==> config.mk <==
export PLATFORM = sky130hd
export DESIGN_NAME = stage_id
export DESIGN_NICKNAME = d
export VERILOG_FILES = /design/src/rtl/stage_id_pkg.sv /design/src/rtl/stage_id_register_file.sv /design/src/rtl/stage_id.sv
export SDC_FILE = /design/constraint.sdc
export NUM_CORES = 1
export LEC_CHECK = 0
export CORE_MARGIN = 5
export CORE_UTILIZATION = 44
export CTS_CLUSTER_DIAMETER = 60
export DETAILED_ROUTE_END_ITERATION = 6
export GPL_TIMING_DRIVEN = 0
export SYNTH_ARGS = -nofsm -noshare
export SYNTH_HDL_FRONTEND = slang
export SYNTH_SLANG_ARGS = --single-unit
==> constraint.sdc <==
create_clock -name clk -period 3.1 [get_ports clk]
set_input_delay 0.775 -clock clk [delete_from_list [all_inputs] [get_ports clk]]
set_output_delay 0.775 -clock clk [all_outputs]
set_load 0.02 [all_outputs]
==> src/rtl/stage_id_pkg.sv <==
// rtl/stage_id_pkg.sv - shared encodings for the ARM instruction decode stage
package stage_id_pkg;

  localparam int NUM_REGS = 15;
  localparam int DATA_W   = 32;

  // ALU command encodings handed to EXE
  localparam logic [3:0] EXE_NONE = 4'b0000;
  localparam logic [3:0] EXE_MOV  = 4'b0001;
  localparam logic [3:0] EXE_MVN  = 4'b1001;
  localparam logic [3:0] EXE_ADD  = 4'b0010;
  localparam logic [3:0] EXE_ADC  = 4'b0011;
  localparam logic [3:0] EXE_SUB  = 4'b0100;
  localparam logic [3:0] EXE_SBC  = 4'b0101;
  localparam logic [3:0] EXE_AND  = 4'b0110;
  localparam logic [3:0] EXE_ORR  = 4'b0111;
  localparam logic [3:0] EXE_EOR  = 4'b1000;

  localparam logic [3:0] OP_MOV = 4'b1101;
  localparam logic [3:0] OP_MVN = 4'b1111;
  localparam logic [3:0] OP_ADD = 4'b0100;
  localparam logic [3:0] OP_ADC = 4'b0101;
  localparam logic [3:0] OP_SUB = 4'b0010;
  localparam logic [3:0] OP_SBC = 4'b0110;
  localparam logic [3:0] OP_AND = 4'b0000;
  localparam logic [3:0] OP_ORR = 4'b1100;
  localparam logic [3:0] OP_EOR = 4'b0001;
  localparam logic [3:0] OP_CMP = 4'b1010;
  localparam logic [3:0] OP_TST = 4'b1000;
  localparam logic [3:0] OP_MEM = 4'b0100;

  localparam logic [1:0] MODE_DP  = 2'b00;
  localparam logic [1:0] MODE_MEM = 2'b01;
  localparam logic [1:0] MODE_BR  = 2'b10;

  localparam logic [3:0] COND_EQ = 4'b0000;
  localparam logic [3:0] COND_NE = 4'b0001;
  localparam logic [3:0] COND_CS = 4'b0010;
  localparam logic [3:0] COND_CC = 4'b0011;
  localparam logic [3:0] COND_MI = 4'b0100;
  localparam logic [3:0] COND_PL = 4'b0101;
  localparam logic [3:0] COND_VS = 4'b0110;
  localparam logic [3:0] COND_VC = 4'b0111;
  localparam logic [3:0] COND_HI = 4'b1000;
  localparam logic [3:0] COND_LS = 4'b1001;
  localparam logic [3:0] COND_GE = 4'b1010;
  localparam logic [3:0] COND_LT = 4'b1011;
  localparam logic [3:0] COND_GT = 4'b1100;
  localparam logic [3:0] COND_LE = 4'b1101;
  localparam logic [3:0] COND_AL = 4'b1110;

  localparam int FLAG_N = 3;
  localparam int FLAG_Z = 2;
  localparam int FLAG_C = 1;
  localparam int FLAG_V = 0;

  function automatic logic cond_pass(input logic [3:0] cond, input logic [3:0] nzcv);
    logic n, z, c, v;
    n = nzcv[FLAG_N];
    z = nzcv[FLAG_Z];
    c = nzcv[FLAG_C];
    v = nzcv[FLAG_V];
    case (cond)
      COND_EQ: cond_pass = z;
      COND_NE: cond_pass = !z;
      COND_CS: cond_pass = c;
      COND_CC: cond_pass = !c;
      COND_MI: cond_pass = n;
      COND_PL: cond_pass = !n;
      COND_VS: cond_pass = v;
      COND_VC: cond_pass = !v;
      COND_HI: cond_pass = c & !z;
      COND_LS: cond_pass = !c | z;
      COND_GE: cond_pass = (n == v);
      COND_LT: cond_pass = (n != v);
      COND_GT: cond_pass = !z & (n == v);
      COND_LE: cond_pass = z | (n != v);
      COND_AL: cond_pass = 1'b1;
      default: cond_pass = 1'b0;
    endcase
  endfunction

endpackage

==> src/rtl/stage_id_register_file.sv <==
// rtl/stage_id_register_file.sv - R0..R14 register file, one write port, two bypassed read ports
module stage_id_register_file
  import stage_id_pkg::*;
#(
  parameter int NUM_REGS = stage_id_pkg::NUM_REGS,
  parameter int DATA_W   = stage_id_pkg::DATA_W
) (
  input  logic              clk,
  input  logic              rst,
  input  logic              wr_en,
  input  logic [3:0]        wr_addr,
  input  logic [DATA_W-1:0] wr_data,
  input  logic [3:0]        rd_addr1,
  output logic [DATA_W-1:0] rd_data1,
  input  logic [3:0]        rd_addr2,
  output logic [DATA_W-1:0] rd_data2
);

  logic [DATA_W-1:0] regs [NUM_REGS];
  logic              wr_ok;

  assign wr_ok = wr_en && (wr_addr < 4'(NUM_REGS));

  always_ff @(posedge clk or negedge rst) begin
    if (!rst) begin
      for (int i = 0; i < NUM_REGS; i++) regs[i] <= DATA_W'(i);
    end else if (wr_ok) begin
      regs[wr_addr] <= wr_data;
    end
  end

  // R15 (the PC) is not stored here and reads back as zero
  function automatic logic [DATA_W-1:0] rd(input logic [3:0] addr);
    if (addr >= 4'(NUM_REGS))             rd = '0;
    else if (wr_en && (wr_addr == addr))  rd = wr_data;
    else                                  rd = regs[addr];
  endfunction

  assign rd_data1 = rd(rd_addr1);
  assign rd_data2 = rd(rd_addr2);

endmodule

==> src/rtl/stage_id.sv <==
// rtl/stage_id.sv - ARM pipeline instruction decode stage ending in the ID/EXE register
module stage_id
  import stage_id_pkg::*;
#(
  parameter int NUM_REGS = stage_id_pkg::NUM_REGS,
  parameter int DATA_W   = stage_id_pkg::DATA_W
) (
  input  logic              clk,
  input  logic              rst,
  input  logic              flush,
  input  logic [DATA_W-1:0] pc_in,
  input  logic [31:0]       instruction_in,
  input  logic [3:0]        status_in,
  input  logic              wb_en_in,
  input  logic [3:0]        wb_dest,
  input  logic [DATA_W-1:0] wb_value,
  input  logic              exe_wb_en,
  input  logic              mem_wb_en,
  input  logic [3:0]        exe_dest,
  input  logic [3:0]        mem_dest,
  output logic              hazard,
  output logic [DATA_W-1:0] pc_out,
  output logic              wb_en_out,
  output logic              mem_r_en_out,
  output logic              mem_w_en_out,
  output logic              b_out,
  output logic              s_out,
  output logic [3:0]        exe_cmd_out,
  output logic [DATA_W-1:0] val_rn_out,
  output logic [DATA_W-1:0] val_rm_out,
  output logic              imm_out,
  output logic [11:0]       shift_operand_out,
  output logic [23:0]       signed_imm24_out,
  output logic [3:0]        dest_out,
  output logic [3:0]        src1_out,
  output logic [3:0]        src2_out
);

  logic [3:0]  cond, opcode, rn, rd, rm;
  logic [1:0]  mode;
  logic        i_bit, s_bit;
  logic [11:0] shift_operand;
  logic [23:0] imm24;

  assign cond          = instruction_in[31:28];
  assign mode          = instruction_in[27:26];
  assign i_bit         = instruction_in[25];
  assign opcode        = instruction_in[24:21];
  assign s_bit         = instruction_in[20];
  assign rn            = instruction_in[19:16];
  assign rd            = instruction_in[15:12];
  assign shift_operand = instruction_in[11:0];
  assign rm            = instruction_in[3:0];
  assign imm24         = instruction_in[23:0];

  logic       dec_wb_en, dec_mem_r, dec_mem_w, dec_b, dec_s;
  logic [3:0] dec_cmd;
  logic       is_nop, is_str, rn_used;

  always_comb begin
    dec_wb_en = 1'b0;
    dec_mem_r = 1'b0;
    dec_mem_w = 1'b0;
    dec_b     = 1'b0;
    dec_s     = 1'b0;
    dec_cmd   = EXE_NONE;
    is_nop    = 1'b0;
    is_str    = 1'b0;
    rn_used   = 1'b1;
    case (mode)
      MODE_DP: begin
        dec_wb_en = 1'b1;
        dec_s     = s_bit;
        case (opcode)
          OP_MOV: begin dec_cmd = EXE_MOV; rn_used = 1'b0; end
          OP_MVN: begin dec_cmd = EXE_MVN; rn_used = 1'b0; end
          OP_ADD: dec_cmd = EXE_ADD;
          OP_ADC: dec_cmd = EXE_ADC;
          OP_SUB: dec_cmd = EXE_SUB;
          OP_SBC: dec_cmd = EXE_SBC;
          OP_AND: dec_cmd = EXE_AND;
          OP_ORR: dec_cmd = EXE_ORR;
          OP_EOR: dec_cmd = EXE_EOR;
          OP_CMP: begin dec_cmd = EXE_SUB; dec_wb_en = 1'b0; dec_s = 1'b1; end
          OP_TST: begin dec_cmd = EXE_AND; dec_wb_en = 1'b0; dec_s = 1'b1; end
          default: begin
            dec_wb_en = 1'b0;
            dec_s     = 1'b0;
            is_nop    = 1'b1;
          end
        endcase
      end
      MODE_MEM: begin
        if (opcode == OP_MEM) begin
          dec_cmd = EXE_ADD;
          if (s_bit) begin
            dec_mem_r = 1'b1;
            dec_wb_en = 1'b1;
          end else begin
            dec_mem_w = 1'b1;
            is_str    = 1'b1;
          end
        end else begin
          is_nop = 1'b1;
        end
      end
      MODE_BR: begin
        dec_b   = 1'b1;
        rn_used = 1'b0;
      end
      default: is_nop = 1'b1;
    endcase
  end

  logic [3:0]        src1, src2;
  logic              two_src;
  logic [DATA_W-1:0] val_rn, val_rm;

  assign src1    = rn;
  assign src2    = is_str ? rd : rm;
  assign two_src = ((mode == MODE_DP) && !i_bit) || is_str;

  stage_id_register_file #(
    .NUM_REGS (NUM_REGS),
    .DATA_W   (DATA_W)
  ) u_regfile (
    .clk      (clk),
    .rst      (rst),
    .wr_en    (wb_en_in),
    .wr_addr  (wb_dest),
    .wr_data  (wb_value),
    .rd_addr1 (src1),
    .rd_data1 (val_rn),
    .rd_addr2 (src2),
    .rd_data2 (val_rm)
  );

  // RAW against the producers still in EXE and MEM; NOPs and branches read nothing
  logic haz_exe, haz_mem, bubble;

  assign haz_exe = exe_wb_en && ((rn_used && (exe_dest == src1)) || (two_src && (exe_dest == src2)));
  assign haz_mem = mem_wb_en && ((rn_used && (mem_dest == src1)) || (two_src && (mem_dest == src2)));
  assign hazard  = !is_nop && !dec_b && (haz_exe || haz_mem);
  assign bubble  = hazard || !cond_pass(cond, status_in);

  always_ff @(posedge clk or negedge rst) begin
    if (!rst) begin
      pc_out            <= '0;
      wb_en_out         <= 1'b0;
      mem_r_en_out      <= 1'b0;
      mem_w_en_out      <= 1'b0;
      b_out             <= 1'b0;
      s_out             <= 1'b0;
      exe_cmd_out       <= '0;
      val_rn_out        <= '0;
      val_rm_out        <= '0;
      imm_out           <= 1'b0;
      shift_operand_out <= '0;
      signed_imm24_out  <= '0;
      dest_out          <= '0;
      src1_out          <= '0;
      src2_out          <= '0;
    end else if (flush) begin
      pc_out            <= '0;
      wb_en_out         <= 1'b0;
      mem_r_en_out      <= 1'b0;
      mem_w_en_out      <= 1'b0;
      b_out             <= 1'b0;
      s_out             <= 1'b0;
      exe_cmd_out       <= '0;
      val_rn_out        <= '0;
      val_rm_out        <= '0;
      imm_out           <= 1'b0;
      shift_operand_out <= '0;
      signed_imm24_out  <= '0;
      dest_out          <= '0;
      src1_out          <= '0;
      src2_out          <= '0;
    end else begin
      // a bubble only kills the side effects; operand fields still travel
      pc_out            <= pc_in;
      wb_en_out         <= bubble ? 1'b0 : dec_wb_en;
      mem_r_en_out      <= bubble ? 1'b0 : dec_mem_r;
      mem_w_en_out      <= bubble ? 1'b0 : dec_mem_w;
      b_out             <= bubble ? 1'b0 : dec_b;
      s_out             <= bubble ? 1'b0 : dec_s;
      exe_cmd_out       <= bubble ? EXE_NONE : dec_cmd;
      val_rn_out        <= val_rn;
      val_rm_out        <= val_rm;
      imm_out           <= i_bit;
      shift_operand_out <= shift_operand;
      signed_imm24_out  <= imm24;
      dest_out          <= rd;
      src1_out          <= src1;
      src2_out          <= src2;
    end
  end

endmodule

**After elaboration in Yosys (flattened, before gate mapping)**

Cells that the tools add are included.

- Bits in registers: 634
- Bits of input ports: 118
- Output and inout port bits: 155

- $lt $le $gt $ge: 7
- Eq/ne operators: 34
- Muxes and demuxes: 55
- Bitwise logic cells: 7
- Reduce and logical (&&, ||, !) cells: 35

Operators by type and width:

| kind | count |
|---|---|
| $bwmux W480 | 1 |
| $mux W32 | 12 |
| $bmux W32 S4 | 2 |
| $demux W32 S4 | 1 |
| $eq A4 B4 Y1 const B | 12 |
| $pmux W4 S9 | 1 |
| $eq A4 B3 Y1 const B | 7 |
| $eq A4 B4 Y1 | 6 |
| $mux W24 | 1 |
| $mux W4 | 6 |
| $mux W1 | 23 |
| $ge A5 B5 Y1 const B | 3 |
| $not A4 Y5 | 3 |
| $pmux W1 S15 | 1 |
| $logic_and A1 B1 Y1 | 13 |
| $eq A4 B2 Y1 const B | 3 |
| $mux W12 | 1 |
| $reduce_or A11 Y1 | 1 |
| $reduce_or A9 Y1 | 1 |
| $eq A4 B1 Y1 const B | 2 |
| $ge A4 B4 Y1 const B | 2 |
| $logic_not A1 Y1 | 8 |
| $logic_not A4 Y1 | 2 |
| $pmux W4 S2 | 1 |
| 14 further kinds | 25 |

**Depth between registers and ports, before layout**

Gate-level depths: netlist (run 1).

- Depth after elaboration: 13
- Gate-level depth with buffers: 11
- Mapped depth without buffers: 7

**By module**

Synthesis (run 1) repeated with hierarchy kept, for this count alone.

- Cell total of the unflattened synthesis: 2,407
- Area, all modules: 31,994.4 um^2

By module, submodules not included:

| module | times used | cells an instance | area an instance (um^2) | seq. area each (um^2) |
|---|---|---|---|---|
| stage_id_register_file | 1 | 1,980 | 26,664.3 | 12,046.6 |
| stage_id | 1 | 427 | 5,330.1 | 3,353.2 |

**Worst setup path after synthesis (run 1)**

Ideal clock, no wire load.

- Kind: in2out
- Start point: input port instruction_in[2]
- End point: output port hazard
- Arrival time: 2.275 ns
- Setup slack: 0.050 ns
- Stages: 6
- Path buffers: 1
- Cells stage by stage: clkbuf_1 xnor2_1 nand3_1 a2111oi_0 o21ai_0 a311oi_2

- Longest elaborated chain between the ends: 7
- Elaborated cells between the ends (all ways): 11
- Classes of those cells: 2 x eq/ne; 1 x mux; 8 x reduce/logical

Ends and longest elaborated chain:

| element | RTL line | source |
|---|---|---|
| from (decl) | stage_id.sv:12 | `input logic [31:0] instruction_in,` |
| $mux W4 (*) | stage_id.sv:120 | `assign src2 = is_str ? rd : rm;` |
| $eq A4 B4 Y1 (on tied branches) | stage_id.sv:141, stage_id.sv:142 |  |
| $logic_and A1 B1 Y1 (on tied branches) | stage_id.sv:141, stage_id.sv:142 |  |
| $logic_or A1 B1 Y1 (on tied branches) | stage_id.sv:141, stage_id.sv:142 |  |
| $logic_and A1 B1 Y1 (on tied branches) | stage_id.sv:141, stage_id.sv:142 |  |
| $logic_or A1 B1 Y1 (*) | stage_id.sv:143 | `assign hazard = !is_nop && !dec_b && (haz_exe \|\| haz_mem);` |
| $logic_and A1 B1 Y1 (*) | stage_id.sv:143 |  |
| to (decl) | stage_id.sv:21 | `output logic hazard,` |

Every way passes the cells marked *; elsewhere a longest branch is shown, timed or not.

**Final worst setup path (run 1)**

- Start point: input port instruction_in[24]
- End point: register val_rm_out[22]

- Longest elaborated chain between the ends: 11
- Elaborated cells between the ends (all ways): 14
- Classes of those cells: 1 x order compare; 2 x eq/ne; 9 x mux; 1 x bitwise; 1 x reduce/logical

Ends and longest elaborated chain:

| element | RTL line | source |
|---|---|---|
| $eq A4 B3 Y1 (*) | stage_id.sv:94 | `if (opcode == OP_MEM) begin` |
| $mux W1 (*) | stage_id.sv:94 |  |
| $mux W1 (*) | stage_id.sv:70 | `case (mode)` |
| $mux W4 (*) | stage_id.sv:120 |  |
| $not A4 Y5 (implied by the code) | stage_id_register_file.sv:36 | `else rd = regs[addr];` |
| $bmux W32 S4 | stage_id_register_file.sv:36 |  |
| $mux W32 (implied by the code) (2 in series) | stage_id_register_file.sv:36 |  |
| $mux W32 | stage_id_register_file.sv:35 | `else if (wr_en && (wr_addr == addr)) rd = wr_data;` |
| $mux W32 (*) | stage_id_register_file.sv:34 | `if (addr >= 4'(NUM_REGS)) rd = '0;` |
| $mux W32 (*) | stage_id.sv:163 | `end else if (flush) begin` |
| to (signal assigned) | stage_id.sv:189 | `val_rm_out <= val_rm;` |
| to (decl) | stage_id.sv:30 | `output logic [DATA_W-1:0] val_rm_out,` |

Every way passes the cells marked *; elsewhere a longest branch is shown, timed or not. The select of a mux whose other input is x is not followed.
A chain may end at the register's enable or synchronous reset.

==> results of run 1 <==
-- cell usage in the layout, fill, tap and decap left out, drive strengths merged, types with 26 or more instances in the layout --
| master | n |
|---|---|
| dfstp | 28 |
| a22oi | 66 |
| a21oi | 173 |
| nor2b | 54 |
| nand3 | 28 |
| nand2 | 325 |
| nand3b | 26 |
| o21ai | 92 |
| mux4 | 128 |
| buf | 133 |
| mux2i | 118 |
| nor2 | 61 |
| mux2 | 482 |
| clkbuf | 268 |
| dfrtp | 586 |
| clkdlybuf4s50 | 239 |
-- synth_stat cells, types with 54 or more instances --
cell | count | area [µm²]
dfrtp_1 | 586 | 14700
mux2_2 | 478 | 5380
nand2_1 | 324 | 1220
a21oi_1 | 172 | 861
clkbuf_1 | 142 | 533
mux4_2 | 128 | 2880
mux2i_1 | 118 | 1180
o21ai_0 | 82 | 410
a22oi_1 | 66 | 495
buf_2 | 61 | 305
nor2_1 | 59 | 221
nor2b_1 | 54 | 338
-- critical path: stages --
cell       delay (ns)
buf_8            0.10
nand4bb_2        0.42
nor2_8           0.31
mux2i_2          0.46
clkbuf_4         0.40
clkbuf_4         0.40
a21oi_1          0.07
o21ai_0          0.12
nand4_1          0.13
a31oi_1          0.43
-- how the worst max path moves through the flow --
| stage | to | slack [ns] | startpoint | depth (start not counted) |
|---|---|---|---|---|
| after floorplan | hazard | 0.05 | instruction_in[2] | 6 |
| after global placement | val_rm_out[4] | -25.95 | rst | 1 |
| after detailed placement | val_rm_out[14] | -1.86 | instruction_in[24] | 10 |
| after CTS | hazard | -0.05 | instruction_in[21] | 8 |
| after global routing | hazard | -0.1 | instruction_in[26] | 8 |
| final | val_rm_out[22] | -0.06 | instruction_in[24] | 10 |
-- power by group through the flow --
stage	registers, mW	clock network (mW)	logic [mW]
after detailed placement	11.0	0	5.34
after global placement	10.9	0	5.20
after floorplan	10.8	0	3.42
after global routing	11.1	9.52	5.81
after CTS	10.9	9.20	5.38
final	10.9	9.10	5.43
-- sequential cells by signal (all words and copies together), names as in the netlist --
signal            count
src2_out              4
val_rm_out           32
imm_out               1
src1_out              3
dest_out              3
signed_imm24_out     18
s_out                 1
wb_en_out             1
val_rn_out           32
u_regfile.regs      480
mem_w_en_out          1
exe_cmd_out           4
mem_r_en_out          1
b_out                 1
pc_out               32
-- layout make-up --
cell class	instances	area [µm²]
fill	6161	33000
sequential	614	15400
multi-input combinational	1735	15200
timing repair buffer	277	2800
clock buffer	114	2300
buffer	262	1360
tap	950	1190
clock inverter	20	259
inverter	6	22.5
antenna	1	2.50
-- stage by stage --
stage	setup TNS, ns	setup WS (ns)
after floorplan	0	0.0499
after global placement	-	-25.95
after detailed placement	-283.87	-1.86
after CTS	-0.0515	-0.0451
after global routing	-0.103	-0.0989
final	-0.303	-0.0560
-- what timing repair did --
item                       CTS  global route
gates resized for setup    116            59
buffers inserted            12             2
pin swaps                    9             6
cloned                       0             0
setup endpoints to repair  166           128
-- kinds of logic (layout without fill, tap and decap cells) --
group | count (synthesis) | after routing | share of synthesized area
simple gates | 565 | 565 | 0.0845
other cells | 0 | 1 | 0
flops | 614 | 614 | 0.486
fa+ha+maj | 1 | 1 | 0.000316
xor+xnor | 34 | 34 | 0.00940
mux | 728 | 728 | 0.300
compound gates | 407 | 407 | 0.0804
buf+inv | 268 | 679 | 0.0393
-- metal layers --
layer | vias up | wire (µm) | GRT usage
li1 | 10230 | - | -
met1 | 12665 | 46100 | 0.399
met2 | 1552 | 53800 | 0.461
met3 | 385 | 12200 | 0.0745
met4 | 2 | 6870 | 0.151
met5 | - | 10 | 0
==> run metrics, run 1 <==
core area 71500 µm²; hpwl dp 80.4 mm; CTS clk-pin slew, worst paths 0.06 ns; Max FO, Critical Path 10; Sw Share 0.288; Critical Setup Path Class input pin to flip-flop; global-route wire length before repair between 150 and 200 mm; synthesized flop and latch total 614; placed insts 3830; Max IR drop VDD 0.414 mV; synthesized instance count 2617; H-tree depth 3; Final WS setup -0.0560 ns; Synth async-reset ratio 1.00; Mapped Area 31700 µm²; register area share after synthesis 0.486; Relative slew margins 0.0768; total clock sinks 614; period utilisation layout 1.02; Antenna Nets Post-Route 0; Die Y-Extent 278 µm; clk buf depth 3; number of synthesized flops with an enable pin 0; Max-Cap Viols 0; CTS tree yes; RR Endpoint val_rn_out[1]; final core occ 0.539; Total GRT Usage 0.300; cell internal pwr 18.1 mW; status finished with violations; DR pass1 iterations 6; CP endpoint kind flip-flop; Die ar. between 70000 and 80000 µm²; worst slew pin tran 1.38 ns; failing checks negative setup slack; gp weighted congestion 0.958; power per cell area 661 nW/µm²; unrepaired setup endpoints after global routing true; overall power 25.4 mW; Synth Flop Type dfrtp_1; nets@finish around 3100; Slew Viols, Final 0; hold_ws between 0.1 and 0.15 ns; Reg power frac 0.429; clock power share 0.358; RR Startpoint u_regfile.regs[321]; area grow syn2layout 21.6%; Clock Latency Late Sink 0.62 ns; non-filler instance count after layout 3979; worst hold path type input pin to asynchronous set/reset pin; Iter 0 DRT Violations between 2000 and 3000; reg2reg setup slack 1.19 ns; DR vias/cell 6.24; skew final 0.0234 ns; post-synthesis net count 2735; Mean Syn Cell Area roughly 12 µm²; Hold Vio Cnt, Final 0; R2R depth 4; Final Cell Area 38500 µm²; port bufs around 260; Die X 278 µm; Worst EP required 3.58 ns; pin count of the biggest net entering global routing 123; logic gate share of total power 0.213; CP startpoint kind input pin; # setup viols final 16; vias in the first global route 25498; DRC 0; DR WL/cell 29.9 µm; share of post-route cells with drive strength above 1 0.323; via count about 25000; starting density of the core 0.443; num rows 98; # hold bufs at CTS 0; routed wire length 119 mm; Tmin final 3.16 ns; number of distinct library cells after synthesis 67; DP Area 35600 µm²; total gr overflow 0; IO Count 273; initial antenna violation count 6; switching power of the nets between 7 and 8 mW; Max Freq 317 MHz; YS warnings 0; worst endpoint data arrival time 3.63 ns; CTS root buf clkbuf_16; Leakage 16.1 nW; Num CTS Buffers 74
(Power assumes the default switching activity.)
==> inputs of run 2 (changes only) <==
CORE_UTILIZATION = 24   (was 44)
==> run 2 against run 1 <==
  * The run still ends with negative setup slack left
  * Sequential share of layout area fell by 1.3 points
  * Count of clock-buffer cells in the layout fell by 8
  * Register-to-register slack barely moved
  * Global-route usage fell by 12 points
  * Clock power rose by 8.0%
  * Die area rose by 80%
  * Final cell count rose by 21%
  * Utilization fell by 24 points
  * Fmax fell by 2.2%
  * Critical path type is now input pin to output port
  * Critical endpoint is now hazard
  * Highest routed layer unchanged
==> run metrics, run 2 (synthesis gave the netlist of run 1 again) <==
status finished with violations; total clock sinks 614; area grow syn2layout 25.8%; Max Freq 310 MHz; Top reg by flops u_regfile.regs; failing checks negative setup slack; unrepaired setup endpoints after global routing true; multi-input logic area 15200 µm²; Max FO, Critical Path 10; Total GRT Usage 0.181; hold_ws between 0.02 and 0.03 ns; CP endpoint kind output port; worst slew pin tran 1.38 ns; Clock Latency Late Sink 0.68 ns; reg2reg setup slack 1.18 ns; H-tree depth 3; Critical Setup Path Class input pin to output port; Final Cell Area 39900 µm²; Num CTS Buffers between 80 and 90; core area approximately 130000 µm²; Leakage 16.2 nW; Max-Cap Viols 0; period utilisation layout 1.04; global-route wire length before repair roughly 180 mm; Slew Viols, Final 0; IO Count 273; pin count of the biggest net entering global routing roughly 110; # setup viols final 36; Relative slew margins 0.0793; Antenna Nets Post-Route 0; Tmin final about 3.2 ns; non-filler instance count after layout 4817; num rows between 100 and 150; vias in the first global route ~25000; CTS clk-pin slew, worst paths 0.06 ns; Worst EP required 2.32 ns; max reg flops 480; total gr overflow 0; RR Startpoint u_regfile.regs[118]; worst hold path type input pin to asynchronous set/reset pin; placed insts 4636; Iter 0 DRT Violations 3334; power per cell area 659 nW/µm²; routed wire length between 100 and 150 mm; port bufs 258; R2R depth 4; DR vias/cell ~5.2; Final WS setup -0.126 ns; nets@finish 3102; overall power 26.3 mW; Placement Setup Slack -1.89 ns; hpwl dp 89.5 mm; DP Area ~37000 µm²; worst endpoint data arrival time 2.45 ns; RR Endpoint val_rn_out[22]; CP startpoint kind input pin; Die Y-Extent between 300 and 400 µm; commonest non-fill, non-tap cell in the layout dfrtp_1; number of fill cells 13337; via count 25127; Hold Vio Cnt, Final 0; DRC 0; Die X approximately 370 µm; FF+latch area 15400 µm²; gp weighted congestion 0.933; CTS tree yes; share of post-route cells with drive strength above 1 0.329; clk buf depth 3; setup tns final -1.52 ns; CTS root buf clkbuf_16; most frequent cells in the layout dfrtp_1, mux2_2, nand2_1; Die ar. 139000 µm²; starting density of the core 0.241; DR WL/cell 27.2 µm; DR pass1 iterations 6; skew final 0.0413 ns; Max IR drop VDD 0.395 mV; initial antenna violation count 15; final core occ 0.304
## run 2: how the worst max path moves through the flow
| stage | to | start | slack, ns | depth (start not counted) |
|---|---|---|---|---|
| final | hazard | instruction_in[18] | -0.13 | 6 |
| after floorplan | hazard | instruction_in[2] | 0.05 | 6 |
| after detailed placement | val_rm_out[17] | instruction_in[20] | -1.89 | 10 |
| after CTS | hazard | instruction_in[21] | -0.16 | 8 |
| after global routing | hazard | instruction_in[26] | -0.11 | 8 |
| after global placement | u_regfile.regs[104] | rst | -27.94 | 1 |
## run 2: critical path, stage by stage
cell      delay [ns]
clkbuf_4        0.27
xor2_1          0.23
nor4_1          0.46
o22ai_1         0.15
a311oi_2        0.33
buf_4           0.21
## run 2: power by group
part,switching [mW],total (mW),internal (mW)
combinational,2.62,5.51,2.89
sequential,1.20,10.9,9.71
clock,3.99,9.83,5.84
## run 2: routing by layer
metal  GRT usage  wire (µm)
met2       0.279      58700
met3      0.0629      15000
met5           0         13
met1       0.232      51500
met4      0.0721       5570
## run 2: timing repair
action	4_1_cts	5_1_grt
gates resized for setup	119	65
setup buffers	5	14
endpoints found under the setup margin	325	119
hold buffers	0	0
pin swaps	6	10
gates cloned	0	0
## run 2: layout make-up
| cell class | instances | area share |
|---|---|---|
| Antenna cell | 12 | 0.000754 |
| Buffer | 262 | 0.0346 |
| Clock buffer | 106 | 0.0573 |
| Clock inverter | 43 | 0.0126 |
| Inverter | 6 | 0.000565 |
| Multi-Input combinational cell | 1735 | 0.381 |
| Sequential cell | 614 | 0.386 |
| Tap cell | 1755 | 0.0551 |
| Timing Repair Buffer | 284 | 0.0718 |
==> inputs of run 3 (changes only) <==
GPL_TIMING_DRIVEN = 1   (was 0)
==> run 3 against run 2 <==
  * The flow now finishes without violations
  * Critical path depth grew 2
  * Non-clock buffer count decreased by 15
  * Die area is the same
  * Utilization rose by 0.77 points
  * Design area grew 2.5%
  * Sequential share of layout area decreased by 0.96 points
  * Critical path type unchanged
  * Highest routed layer unchanged
==> run metrics, run 3 (synthesis gave the netlist of run 1 again) <==
Max IR drop VDD 0.375 mV; total clock sinks 614; DRC 0; Slew Viols, Final 0; Final Cell Area 40900 µm²; CP endpoint kind output port; worst endpoint data arrival time about 2.3 ns; Max-Cap Viols 0; Iter 0 DRT Violations 1864; Top reg by flops u_regfile.regs; nets@finish 3075; num rows 133; overall power 24.7 mW; hpwl dp 73.3 mm; Crit-path slowest cell a311oi_2; worst hold path type input pin to asynchronous set/reset pin; Die Y-Extent 373 µm; Die ar. 139000 µm²; # setup viols final 0; IO Count roughly 270; H-tree depth 3; global-route wire length before repair 164 mm; max reg flops 480; power per cell area roughly 610 nW/µm²; Clock Latency Late Sink 0.64 ns; DR vias/cell 4.93; Critical Setup Path Class input pin to output port; Leakage ~17 nW; Tmin final about 3.1 ns; vias in the first global route 23991; CP cell instances buf_6 > nor3_4 > nand3_2 > buf_4 > nor3_2 > o21ai_2 > a311oi_2 > buf_4; skew final 0.0170 ns; area grow syn2layout 29.0%; most frequent cells in the layout dfrtp_1, mux2_2, nand2_1; DR WL/cell roughly 23 µm; Max Freq 324 MHz; pin count of the biggest net entering global routing 88; share of post-route cells with drive strength above 1 0.366; CP startpoint kind input pin; final core occ 0.311; DP Area 38400 µm²; gp weighted congestion 0.880; period utilisation layout 0.997; starting density of the core 0.241; CTS clk-pin slew, worst paths 0.06 ns; initial antenna violation count 11; Total GRT Usage 0.154; Worst EP required 2.32 ns; worst slew pin tran 0.982 ns; total gr overflow 0; routed wire length 111 mm; DR pass1 iterations 5; commonest non-fill, non-tap cell in the layout dfrtp_1; CTS root buf clkbuf_16; Die X approximately 370 µm; # hold bufs at CTS 0; Num CTS Buffers 69; core area 131000 µm²; CTS tree yes; status complete, no violations; Critical Path Max Stage Delay 0.35 ns; via count 23502; Relative slew margins 0.345; Antenna Nets Post-Route 0; Max FO, Critical Path 3; Top cell by count, worst path buf_4; Hold Vio Cnt, Final 0; port bufs 272; clk buf depth 3
run 3: area by class of cell:
class	count	area, µm²
sequential	614	15400
timing repair buffer	531	5650
tap	1755	2200
fill	13120	90400
clock inverter	30	325
antenna	4	10.0
inverter	6	22.5
clock buffer	95	1920
multi-input combinational	1735	15300
run 3: what timing repair did:
| item | in CTS | in global routing |
|---|---|---|
| pin swaps | 12 | 17 |
| setup buffers | 6 | 3 |
| setup endpoints to repair | 9 | 1 |
| resized for setup | 84 | 42 |
| cloned | 0 | 0 |
| hold endpoints to repair | 0 | 0 |
run 3: power breakdown:
group	total (mW)	internal, mW	switching [mW]
registers	10.9	9.70	1.23
clock network	8.30	4.74	3.55
logic	5.50	3.10	2.40
total	24.7	17.5	7.18
run 3: worst paths after layout:
kind / to / slack, ns / start / cells past startpoint
hold / removal: signed_imm24_out[9] / 0.09 / rst / 1
setup / recovery: hazard / 0.009 / instruction_in[26] / 8
min in group clk: imm_out / 0.43 / instruction_in[25] / 2
hold reg to reg: u_regfile.regs[390] / 0.52 / u_regfile.regs[390] / 1
setup reg to reg: val_rn_out[8] / 1.24 / u_regfile.regs[104] / 5
max in group asynchronous: u_regfile.regs[288] / 2.05 / rst / 3
run 3: per-stage QoR:
step	hold slack, ns	cells	TNS [ns]	worst slack, ns
floorplan	0.479	2617	0	0.0499
global route	0.0967	4766	-0.0506	-0.0506
detailed placement	0.511	4633	-26.08	-1.05
CTS	0.0846	4764	0	0.00954
global placement	0.502	4633	-26.20	-1.15
finish	0.0882	4770	0	0.00922
run 3: worst max-delay path, delay by kind of cell:
family / cells / cell delay [ns]
compound gates: 2 / 0.43
simple gates: 3 / 0.61
buf+inv: 3 / 0.48
run 3: metal layers:
| metal | wire length, µm | vias up | track usage |
|---|---|---|---|
| li1 | - | 10221 | - |
| met1 | 48000 | 12163 | 0.205 |
| met2 | 51500 | 904 | 0.249 |
| met3 | 7430 | 206 | 0.0325 |
| met4 | 3640 | 8 | 0.0518 |
| met5 | 55 | - | 0 |
